### src/rtl/interrupt_controller_pkg.sv
// Shared encodings for the interrupt controller: FSM states, request kind,
// and the default handler vectors.
package interrupt_controller_pkg;

  typedef enum logic [1:0] {
    ST_IDLE    = 2'd0,
    ST_REQ     = 2'd1,
    ST_SERVICE = 2'd2
  } ic_state_e;

  typedef enum logic {
    KIND_INT = 1'b0,
    KIND_NMI = 1'b1
  } ic_kind_e;

  localparam logic [31:0] DEF_NMI_VECTOR = 32'd20;
  localparam logic [31:0] DEF_INT_VECTOR = 32'd0;

endpackage

### src/rtl/interrupt_controller_priority_encoder_lsb.sv
// Combinational lowest-set-bit encoder; idx is 0 when nothing is set.
module priority_encoder_lsb #(
  parameter int W = 8
) (
  input  logic [W-1:0] req,
  output logic         valid,
  output logic [4:0]   idx
);

  always_comb begin
    valid = |req;
    idx   = '0;
    // Scan downward so the lowest set bit is the last one written.
    for (int i = W - 1; i >= 0; i--) begin
      if (req[i]) idx = 5'(i);
    end
  end

endmodule

### src/rtl/interrupt_controller.sv
// Edge-latched interrupt sources plus NMI, prioritised and presented to the
// CPU through a request / acknowledge / end-of-interrupt handshake.
module interrupt_controller
  import interrupt_controller_pkg::*;
#(
  parameter int          NUM_SRC    = 8,
  parameter logic [31:0] NMI_VECTOR = DEF_NMI_VECTOR,
  parameter logic [31:0] INT_VECTOR = DEF_INT_VECTOR
) (
  input  logic               clock,
  input  logic               rst_n,
  input  logic [NUM_SRC-1:0] irq_in,
  input  logic               nmi_in,
  input  logic               mask_we,
  input  logic [NUM_SRC-1:0] mask_wdata,
  input  logic [NUM_SRC-1:0] pend_clr,
  input  logic               cpu_busy,
  input  logic               cpu_ack,
  input  logic               cpu_eoi,
  output logic               nmi_req,
  output logic               int_req,
  output logic [31:0]        int_vector,
  output logic [4:0]         int_id,
  output logic [NUM_SRC-1:0] pending,
  output logic [NUM_SRC-1:0] mask,
  output logic               in_service
);

  logic [NUM_SRC-1:0] irq_q, irq_d, pending_q, pending_d, mask_q, mask_d;
  logic               nmi_q, nmi_d, nmi_pend_q, nmi_pend_d;
  ic_state_e          state_q, state_d;
  ic_kind_e           kind_q, kind_d;
  logic [31:0]        vector_q, vector_d;
  logic [4:0]         id_q, id_d;
  logic               nmi_req_q, nmi_req_d, int_req_q, int_req_d;
  logic               in_service_q, in_service_d;

  logic [NUM_SRC-1:0] irq_rise, eligible, ack_clr;
  logic               nmi_rise, win_valid, ack_int, ack_nmi;
  logic [4:0]         win_idx;

  assign irq_rise = irq_in & ~irq_q;
  assign nmi_rise = nmi_in & ~nmi_q;
  assign eligible = pending_q & ~mask_q;

  priority_encoder_lsb #(.W(NUM_SRC)) u_penc (
    .req   (eligible),
    .valid (win_valid),
    .idx   (win_idx)
  );

  always_comb begin
    state_d  = state_q;
    kind_d   = kind_q;
    vector_d = vector_q;
    id_d     = id_q;
    ack_int  = 1'b0;
    ack_nmi  = 1'b0;
    case (state_q)
      ST_IDLE: begin
        if (nmi_pend_q && !cpu_busy) begin
          state_d  = ST_REQ;
          kind_d   = KIND_NMI;
          vector_d = NMI_VECTOR;
        end else if (win_valid && !cpu_busy) begin
          state_d  = ST_REQ;
          kind_d   = KIND_INT;
          vector_d = INT_VECTOR;
          id_d     = win_idx;
        end
      end
      ST_REQ: begin
        if (cpu_ack) begin
          state_d = ST_SERVICE;
          ack_nmi = (kind_q == KIND_NMI);
          ack_int = (kind_q == KIND_INT);
        end
      end
      ST_SERVICE: begin
        if (cpu_eoi) state_d = ST_IDLE;
      end
      default: state_d = ST_IDLE;
    endcase

    // Requests and in_service are decoded from the next state so they are
    // plain registered outputs.
    nmi_req_d    = (state_d == ST_REQ) && (kind_d == KIND_NMI);
    int_req_d    = (state_d == ST_REQ) && (kind_d == KIND_INT);
    in_service_d = (state_d == ST_SERVICE);
  end

  always_comb begin
    irq_d   = irq_in;
    nmi_d   = nmi_in;
    mask_d  = mask_we ? mask_wdata : mask_q;
    ack_clr = ack_int ? (NUM_SRC'(1) << id_q) : '0;
    // A fresh rise beats any clear arriving in the same cycle.
    pending_d  = (pending_q & ~(pend_clr | ack_clr)) | irq_rise;
    nmi_pend_d = (nmi_pend_q & ~ack_nmi) | nmi_rise;
  end

  always_ff @(posedge clock or negedge rst_n) begin
    if (!rst_n) begin
      irq_q        <= '0;
      nmi_q        <= 1'b0;
      pending_q    <= '0;
      nmi_pend_q   <= 1'b0;
      mask_q       <= '1;
      state_q      <= ST_IDLE;
      kind_q       <= KIND_INT;
      vector_q     <= INT_VECTOR;
      id_q         <= '0;
      nmi_req_q    <= 1'b0;
      int_req_q    <= 1'b0;
      in_service_q <= 1'b0;
    end else begin
      irq_q        <= irq_d;
      nmi_q        <= nmi_d;
      pending_q    <= pending_d;
      nmi_pend_q   <= nmi_pend_d;
      mask_q       <= mask_d;
      state_q      <= state_d;
      kind_q       <= kind_d;
      vector_q     <= vector_d;
      id_q         <= id_d;
      nmi_req_q    <= nmi_req_d;
      int_req_q    <= int_req_d;
      in_service_q <= in_service_d;
    end
  end

  assign nmi_req    = nmi_req_q;
  assign int_req    = int_req_q;
  assign int_vector = vector_q;
  assign int_id     = id_q;
  assign pending    = pending_q;
  assign mask       = mask_q;
  assign in_service = in_service_q;

endmodule

### config.mk
export PLATFORM = sky130hd
export DESIGN_NAME = interrupt_controller
export DESIGN_NICKNAME = d
export VERILOG_FILES = /design/src/rtl/interrupt_controller_pkg.sv /design/src/rtl/interrupt_controller_priority_encoder_lsb.sv /design/src/rtl/interrupt_controller.sv
export SDC_FILE = /design/constraint.sdc
export NUM_CORES = 1
export LEC_CHECK = 0
export BUFFER_PORTS_ARGS = -buffer_cell sky130_fd_sc_hd__buf_2
export CAP_MARGIN = 40
export CORE_MARGIN = 2
export CORE_UTILIZATION = 30
export CTS_CLUSTER_DIAMETER = 50
export CTS_CLUSTER_SIZE = 12
export DETAILED_ROUTE_END_ITERATION = 8
export PLACE_DENSITY_LB_ADDON = 0.1
export REMOVE_ABC_BUFFERS = 1
export SYNTH_ARGS = -nofsm -noshare
export SYNTH_HDL_FRONTEND = slang
export SYNTH_SLANG_ARGS = --single-unit
### constraint.sdc
create_clock -name clock -period 2.27 [get_ports clock]
set_input_delay 0 -clock clock [delete_from_list [all_inputs] [get_ports clock]]
set_output_delay 0 -clock clock [all_outputs]
set_load 0.01 [all_outputs]
* After elaboration in Yosys (flattened, before gate mapping) *
Index checks and enable logic that the tools add are counted.

storage, ports and cells
  flip-flop bits (word level) = 69
  input bits = 31
  word-level logic and storage cells = 66

cells by class
  shifts and indexed selects = 1
  bitwise gates (word level) = 16
  eq/ne operators = 4
  reductions and logical operators = 10
  mux-type cells = 23

operators with widths
  operator             number
  $mux 32              2
  $and 8x8->8          3
  $mux 3               8
  $not 8->8            3
  $or 8x8->8           2
  $mux 2               4
  $mux 8               1
  $reduce_or 8->1      1
  $shl 1x5->8 const A  1
  $mux 1               7
  $pmux 2 s3           1
  $not 1->1            5
  $eq 2x1->1 const B   2
  $eq 2x2->1 const B   2
  $logic_and 1x1->1    4
  $reduce_and 3->1     1
  $and 1x1->1          2
  $logic_not 2->1      1
  $reduce_and 2->1     1
  $reduce_bool 2->1    1
  $logic_not 1->1      1
  $or 1x1->1           1

* Depth between registers and ports, before layout *
Gate-level depths: netlist (run 1).

  depth after elaboration = 10
  gate-level depth with buffers = 4
  depth with buffers taken out = 4

* Hierarchy *
A second synthesis (run 1) with hierarchy kept.

second synthesis, totals
  cell total of the unflattened synthesis = 165
  area total of the unflattened synthesis = 1,883.1 um^2

by module, submodules not included
  module                area an instance (um^2)  seq. area each (um^2)  instances  cells each
  interrupt_controller  1,783.0                  960.9                  1          149
  priority_encoder_lsb  100.1                    0.0                    1          16

* Worst setup path after synthesis (run 1) *
No wires, ideal clock.

  path kind = register to register
  from = reg mask_q[2] (netlist: mask[2])
  to = reg id_q[1] (netlist: int_id[1])
  period minus slack after synthesis = 1.800 ns
  required time = 2.142 ns
  stages on the path, launching flop included = 5
  setup slack = 0.470 ns
  library setup time = 0.128 ns
  arrival time = 1.672 ns
  cells stage by stage = dfstp_2 > nor2b_4 > or4b_4 > o21ai_2 > mux2_1

between the ends
  word-level cells in the longest chain between the ends = 5

RTL lines
  element                                                      RTL line                                                                                          RTL
  start: declaration                                           interrupt_controller.sv:29                                                                        logic [NUM_SRC-1:0] irq_q, irq_d, pending_q, pending_d, mask_q, mask_d;
  start signal: assignment                                     interrupt_controller.sv:121                                                                       mask_q <= mask_d;
  $not 8->8 (*)                                                interrupt_controller.sv:44                                                                        assign eligible = pending_q & ~mask_q;
  $and 8x8->8 (*)                                              interrupt_controller.sv:44
  $reduce_or 8->1 / $mux 3 (equally long branches)             interrupt_controller_priority_encoder_lsb.sv:11, interrupt_controller_priority_encoder_lsb.sv:15
  $logic_and 1x1->1 / $mux 3 (equally long branches)           interrupt_controller.sv:65, interrupt_controller_priority_encoder_lsb.sv:15
  $reduce_and 3->1 (no line) / $mux 3 (equally long branches)  --
  end signal: assignment                                       interrupt_controller.sv:125                                                                       id_q <= id_d;
  end: declaration                                             interrupt_controller.sv:34                                                                        logic [4:0] id_q, id_d;

Mark *: on every way between the ends. The rest lies on a longest branch, timed or not.
A chain may end at the register's enable or synchronous reset.

* Worst setup path after layout (run 1) *
  from = reg mask_q[3] (netlist: mask[3])
  to = reg id_q[1] (netlist: int_id[1])

between the ends
  word-level cells in the longest chain between the ends = 6

RTL lines
  element              RTL line                                         RTL
  $not 8->8 (*)        interrupt_controller.sv:44
  $and 8x8->8 (*)      interrupt_controller.sv:44
  $mux 3 (4 in a row)  interrupt_controller_priority_encoder_lsb.sv:15  if (req[i]) idx = 5'(i);

Marks and branches as above.

==> impl_metrics.yaml, run 1 <==
logic_synthesis:
  synth.area.top_cells: "dfrtp_1 (40%), buf_4 (14%), dfstp_2 (12%)"
  syn_inst: 159
  synthFlopType: "dfrtp_1"
  syn_avg_cell_area_sq_um: 11.0
  synth-seq-cells: 36
  synth_edf_count: 0
  yosys_warnings: 0
  ys_seq_area_share_pct: 52.1
  yosys.cell_types.count: 35
  synth_top_area_share_pct: 40.1
  ys_top_cells_by_count: "buf_4 (33), dfrtp_1 (28), inv_1 (20), dfstp_2 (8), mux2_2 (8)"
  async_flop_share_pct: 100
  synth_most_common_cell: "buf_4"
  yosys.area.top_type: "dfrtp_1"
  synthesis.area_sq_um: 1750
cells_and_area:
  nNetsFinal: 275
  fin_cells: 317
  area_growth_pct: 34.0
  diodes: 0
  drive_gt1_share_pct: 33.1
hold_path:
  hold_class: "input pin to flop"
  min-delay-start: "cpu_ack"
pwr:
  pwr-share-clk_pct: 24.6
  p_sw_share_pct: 32.6
  worst_ir_drop_vdd_mv: 0.344
  power_leakage_uw: 0.00119
  switchingPower_uw: 618
  p_int_uw: 1270
  power_density_nw_per_um2: 807
  p_comb_share_pct: 27.3
  seq_power_share_pct: 48.1
  finalPower_uw: 1890
clock_tree:
  cts_tree: "built"
  cts-root-buf: "clkbuf_8"
  post_cts_buffers: 0
  cts_sinks: 36
  cts_buffers: 5
  clk_pin_slew_ps: 70
  cts_buffer_depth: 2
  insertion_delay_ps: 280
  htree_levels: 2
  cts_resized: 0
grt:
  grt_pass1_wl_mm: 6.18
  first_global_vias: 1223
  grt-ovfl-total: 0
  grtUsageMet3_pct: 3.82
  use_met1_pct: 18.0
  grt_use_met2_pct: 18.8
  antenna_found_initial: 0
  track_usage_pct: 12.8
  grt_busiest_layer: "met2"
  grt_max_degree: 30
floorplan:
  fp-row-count: 27
  core_sq_um: 5570
  dieArea_sq_um: 6460
  num_io_pins: 87
  start_util_pct: 31.4
  dieWidth_um: 80.4
  die_h_um: 80.4
sta:
  finalWorstSetupSlack_ps: 415
  post-route-period-util_pct: 81.7
  fin_skew_ps: 2.38
  period_minus_slack_ps: 1860
  setup_viol: 0
  worst_hold_slack_ps: 32.2
  fmax_mhz: 539
  rsz0062_at_grt: "no"
  slew_viol_final: 0
  hold_violations: 0
  slew_headroom_pct: 63.0
  worst_pin_slew_ps: 554
  final.setup.tns_ps: 0
setup_path:
  critPathArrivalTime_ps: 2020
  start_kind: "flop"
  crit_path_end_kind: "flop"
  critPathMaxFanout: 3
  critPathTopFamily: "simple AND/OR/NAND/NOR gates"
  max_stage_delay_ps: 530
  reg2reg_from: "mask[3]"
  cp.required_ps: 2440
  path_buf_inv: 0
  crit_chain: "nand2b_1 -> or4b_4 -> o21ai_2 -> mux2_1"
  cpMaxStageDelayCell: "dfstp_2"
  path_class: "flop to flop"
  critPathLaunch: "mask[3]"
routing:
  first_pass_iters: 2
  vias_per_cell: 4.06
  ant_nets: 0
  drt_iter0_drc: 56
  totalWireLength_mm: 3.83
  post-route-drc-count: 0
  vias: 1287
  wl_per_cell_um: 12.1
placed_design:
  dp_hpwl_mm: 2.86
  place_ws_ps: 429
  globalplace.congestion: 0.664
  dp_cells: 283
  io_buffers: 54
flow_run:
  drv_cap: 0
run_status:
  status: "finished clean"
## what timing repair did
action,in CTS,in global routing
endpoints found under the setup margin,0,0
hold buffers,26,0
endpoints found under the hold margin,59,0
## final cells by class
cell class / instances / area (sq um)
clock buffer: 8 / 90.1
fill: 566 / 3230
inverter: 20 / 75.1
multi-input combinational: 100 / 628
sequential: 36 / 911
tap: 72 / 90.1
timing repair buffer: 81 / 551
## kinds of logic (layout without fill, tap and decap cells)
kind of cell / Yosys count / in the layout / synth area share, %
other: 1 / 32 / 0.214
DFF: 36 / 36 / 52.1
and+or+nand+nor: 34 / 34 / 12.4
buffers and inverters: 54 / 109 / 18.7
muxes: 10 / 10 / 6.44
AOI/OAI and AO/OA: 24 / 24 / 10.2
## worst register-to-register path, delay by kind of cell, from the launching register on
kind / cells / cell delay (ps)
AND/OR/NAND/NOR: 2 / 650
AO/OA/AOI/OAI: 1 / 200
flip-flops: 1 / 530
multiplexers: 1 / 350
## placed cells by master (no fill, tap or decap), types with 2 or more instances in the layout
cell type      instances
nor2b_4                2
o21ai_1                3
buf_2                 54
nor2_1                 3
dlygate4sd3_1         26
o311ai_1               2
mux2_1                 2
nand2b_1               4
clkbuf_8               6
dfstp_2                8
o32ai_1                5
nand2_1                6
nor3b_1                6
mux2_2                 8
inv_1                 20
dfrtp_1               28
conb_1                32
a21o_1                 3
nor3_1                 3
nor2b_1                3
o21ai_0                3
clkbuf_1               2
## final timing paths
| path | to | slack, ps | cells after the start |
|---|---|---|---|
| min in group asynchronous | pending[6] | 100 | 2 |
| hold reg to reg | pending[4] | 410 | 1 |
| setup reg to reg | int_id[1] | 410 | 4 |
| setup / recovery | int_id[1] | 410 | 4 |
| max in group asynchronous | mask[3] | 1680 | 3 |
| hold / removal | int_req | 30 | 4 |
## metrics by stage
stage,utilization (%),cell area [sq um]
final,42.1,2340
after global routing,42.1,2340
after CTS,42.1,2340
after detailed placement,35.8,1990
after global placement,35.4,1970
after floorplan,-,1610
## registers in the layout (all words and copies together) (netlist names), 2 cells and up
name,cells
state_q,2
mask,8
pending,8
irq_q,8
int_id,3
## power groups by stage
stage / Sequential [uW] / Clock, uW / Combinational (uW)
2_1_floorplan: 940 / 0 / 242
4_1_cts: 912 / 485 / 527
6_report: 910 / 466 / 516
3_5_place_dp: 922 / 0 / 492
3_3_place_gp: 921 / 0 / 487
5_1_grt: 937 / 517 / 583
## layer usage
metal  vias up  share of wire [%]  wire, um
met5         -                  0         0
met4         0                1.4        55
li1        639                  -         -
met1       587                 48      1830
met2        54                 44      1690
met3         7                6.6       254
No activity file was read; power rests on OpenSTA's default activity.
==> run 2, diff against run 1 <==
--- a/config.mk
+++ b/config.mk
@@ -5,6 +5,7 @@
 export SDC_FILE = /design/constraint.sdc
 export NUM_CORES = 1
 export LEC_CHECK = 0
+export ABC_AREA = 1
 export BUFFER_PORTS_ARGS = -buffer_cell sky130_fd_sc_hd__buf_2
 export CAP_MARGIN = 40
 export CORE_MARGIN = 2
==> constraint.sdc (replaced) <==
create_clock -name clock -period 1.8 [get_ports clock]
set_input_delay 0 -clock clock [delete_from_list [all_inputs] [get_ports clock]]
set_output_delay 0 -clock clock [all_outputs]
set_load 0.01 [all_outputs]
==> run 2 against run 1 <==
Effect of this change:
- critical path depth up 5
- area after synthesis is 1.1% higher
- register-to-register slack worse by 40 ps
- wire length rose by 2.1%
- largest cell class unchanged
- largest power group unchanged
- highest routed layer unchanged
==> impl_metrics.yaml, run 2 <==
grt:
  grt-ovfl-total: 0
  grt_max_degree: 37
  antenna_found_initial: 0
  first_global_vias: 1322
  track_usage_pct: 11.9
  grt_pass1_wl_mm: 5.86
cells_and_area:
  most-common-layout-cells: "buf_2 (54), nand2_1 (40), conb_1 (32)"
  final_common_cell: "buf_2"
  area_growth_pct: 33.7
  drive_gt1_share_pct: 26.8
  diodes: 0
  nNetsFinal: 314
setup_path:
  path_class: "flop to flop"
  rrSetupSlack_ps: 370
  ff2ff_path_depth: 9
  reg2reg_from: "mask[1]"
  critPathArrivalTime_ps: 1610
  crit_path_end_kind: "flop"
  critPathLaunch: "mask[1]"
  r2r_end: "int_req"
  start_kind: "flop"
  cp.required_ps: 1980
  critPathMaxFanout: 3
sta:
  final.setup.tns_ps: 0
  hold_violations: 0
  setup_viol: 0
  fmax_mhz: 700
  rsz0062_at_grt: "no"
  period_minus_slack_ps: 1430
  slew_viol_final: 0
  fin_skew_ps: 6.02
  post-route-period-util_pct: 79.4
  worst_hold_slack_ps: 20.6
floorplan:
  fp-row-count: 27
  die_h_um: 80.8
  dieArea_sq_um: 6530
  num_io_pins: 87
  core_sq_um: 5610
  dieWidth_um: 80.8
  start_util_pct: 31.5
clock_tree:
  cts_resized: 0
  insertion_delay_ps: 280
  clk_pin_slew_ps: 70
  htree_levels: 2
  cts_sinks: 36
  post_cts_buffers: 0
  cts_buffer_depth: 2
  cts_tree: "built"
  cts_buffers: 5
  cts-root-buf: "clkbuf_8"
hold_path:
  min-delay-start: "cpu_ack"
  worstHoldPathCells: 3
  min_to: "state_q[1]"
  hold_class: "input pin to flop"
routing:
  vias: 1373
  totalWireLength_mm: 3.91
  vias_per_cell: 3.86
  wl_per_cell_um: 11.0
  drt_iter0_drc: 55
  first_pass_iters: 4
  ant_nets: 0
  post-route-drc-count: 0
logic_synthesis:
  ys_top_cells_by_count: "nand2_1 (40), buf_4 (33), dfrtp_1 (28), inv_1 (27), nor2_1 (11)"
  async_flop_share_pct: 100
  synth_top_area_share_pct: 39.6
  syn_inst: 197
  synthesis.area_sq_um: 1770
  synth_edf_count: 0
  yosys_warnings: 0
  yosys.cell_types.count: 23
  synth-seq-cells: 36
  yosys.area.top_type: "dfrtp_1"
  synth_most_common_cell: "nand2_1"
  synth.area.top_cells: "dfrtp_1 (40%), buf_4 (14%), dfstp_2 (12%)"
  ys_seq_area_share_pct: 51.5
  syn_avg_cell_area_sq_um: 8.98
  synthFlopType: "dfrtp_1"
run_status:
  status: "finished clean"
placed_design:
  globalplace.congestion: 0.710
  dp_hpwl_mm: 2.88
  io_buffers: 54
pwr:
  power_leakage_uw: 0.00126
  power_density_nw_per_um2: 1040
  worst_ir_drop_vdd_mv: 0.486
flow_run:
  drv_cap: 0
-- run 2: layout make-up --
| class | instances | area (sq um) |
|---|---|---|
| Sequential cell | 36 | 911 |
| Tap cell | 72 | 90.1 |
| Inverter | 29 | 109 |
| Fill cell | 614 | 3240 |
| Clock buffer | 8 | 80.1 |
| Timing Repair Buffer | 82 | 561 |
| Multi-Input combinational cell | 129 | 614 |
-- run 2: metal layers --
| metal | vias to the layer above | routed length [um] | global-route usage (%) | part of all wire [%] |
|---|---|---|---|---|
| met2 | 38 | 1890 | 20.1 | 48 |
| met5 | - | 0 | 0 | 0 |
| met4 | 0 | 58 | 5.08 | 1.5 |
| met1 | 603 | 1720 | 14.2 | 44 |
| met3 | 8 | 243 | 3.56 | 6.2 |
| li1 | 724 | - | - | - |
-- run 2: power breakdown --
group          total [uW]  internal (uW)  leakage (uW)  switching, uW
clock                 542            275     0.0000395            267
combinational         760            301      0.000803            459
sequential           1160            984      0.000420            172
total                2460           1560       0.00126            898
-- run 2: kinds of logic (layout without fill, tap and decap cells) --
group           after synthesis  in the layout  synth area share (%)
buf+inv                      63            119                  20.4
flops                        36             36                  51.5
simple gates                 73             73                  20.5
compound gates               24             24                  7.43
other cells                   1             32                 0.212
-- run 2: worst max path at each step --
stage	endpoint	slack, ps
floorplan	int_req	500
global placement	int_id[0]	380
detailed placement	int_id[0]	360
CTS	int_req	350
global route	int_id[0]	210
finish	int_req	370
-- run 2: timing repair --
| action | in CTS | in global routing |
|---|---|---|
| hold endpoints to repair | 64 | 0 |
| endpoints found under the setup margin | 0 | 0 |
| hold buffers | 27 | 0 |
-- run 2: per-stage QoR --
stage / worst slack [ps] / area, sq um / std cells / utilization [%] / power [uW]
6_report: 372 / 2360 / 356 / 42.2 / 2460
2_1_floorplan: 501 / 1630 / 194 / - / 1600
5_1_grt: 213 / 2360 / 356 / 42.2 / 2630
3_3_place_gp: 382 / 1990 / 320 / 35.6 / 1890
4_1_cts: 350 / 2360 / 356 / 42.2 / 2500
3_5_place_dp: 361 / 2010 / 321 / 35.9 / 1890
-- run 2: worst max-delay path, stage by stage, from the launching register on --
cell     delay, ps
dfstp_2        530
inv_1           50
nand2_1         70
nand2_1         70
nor2_1         160
nand2_1        100
nand2_1        110
nand2_1         90
nand2_1        100
nor2_1          40
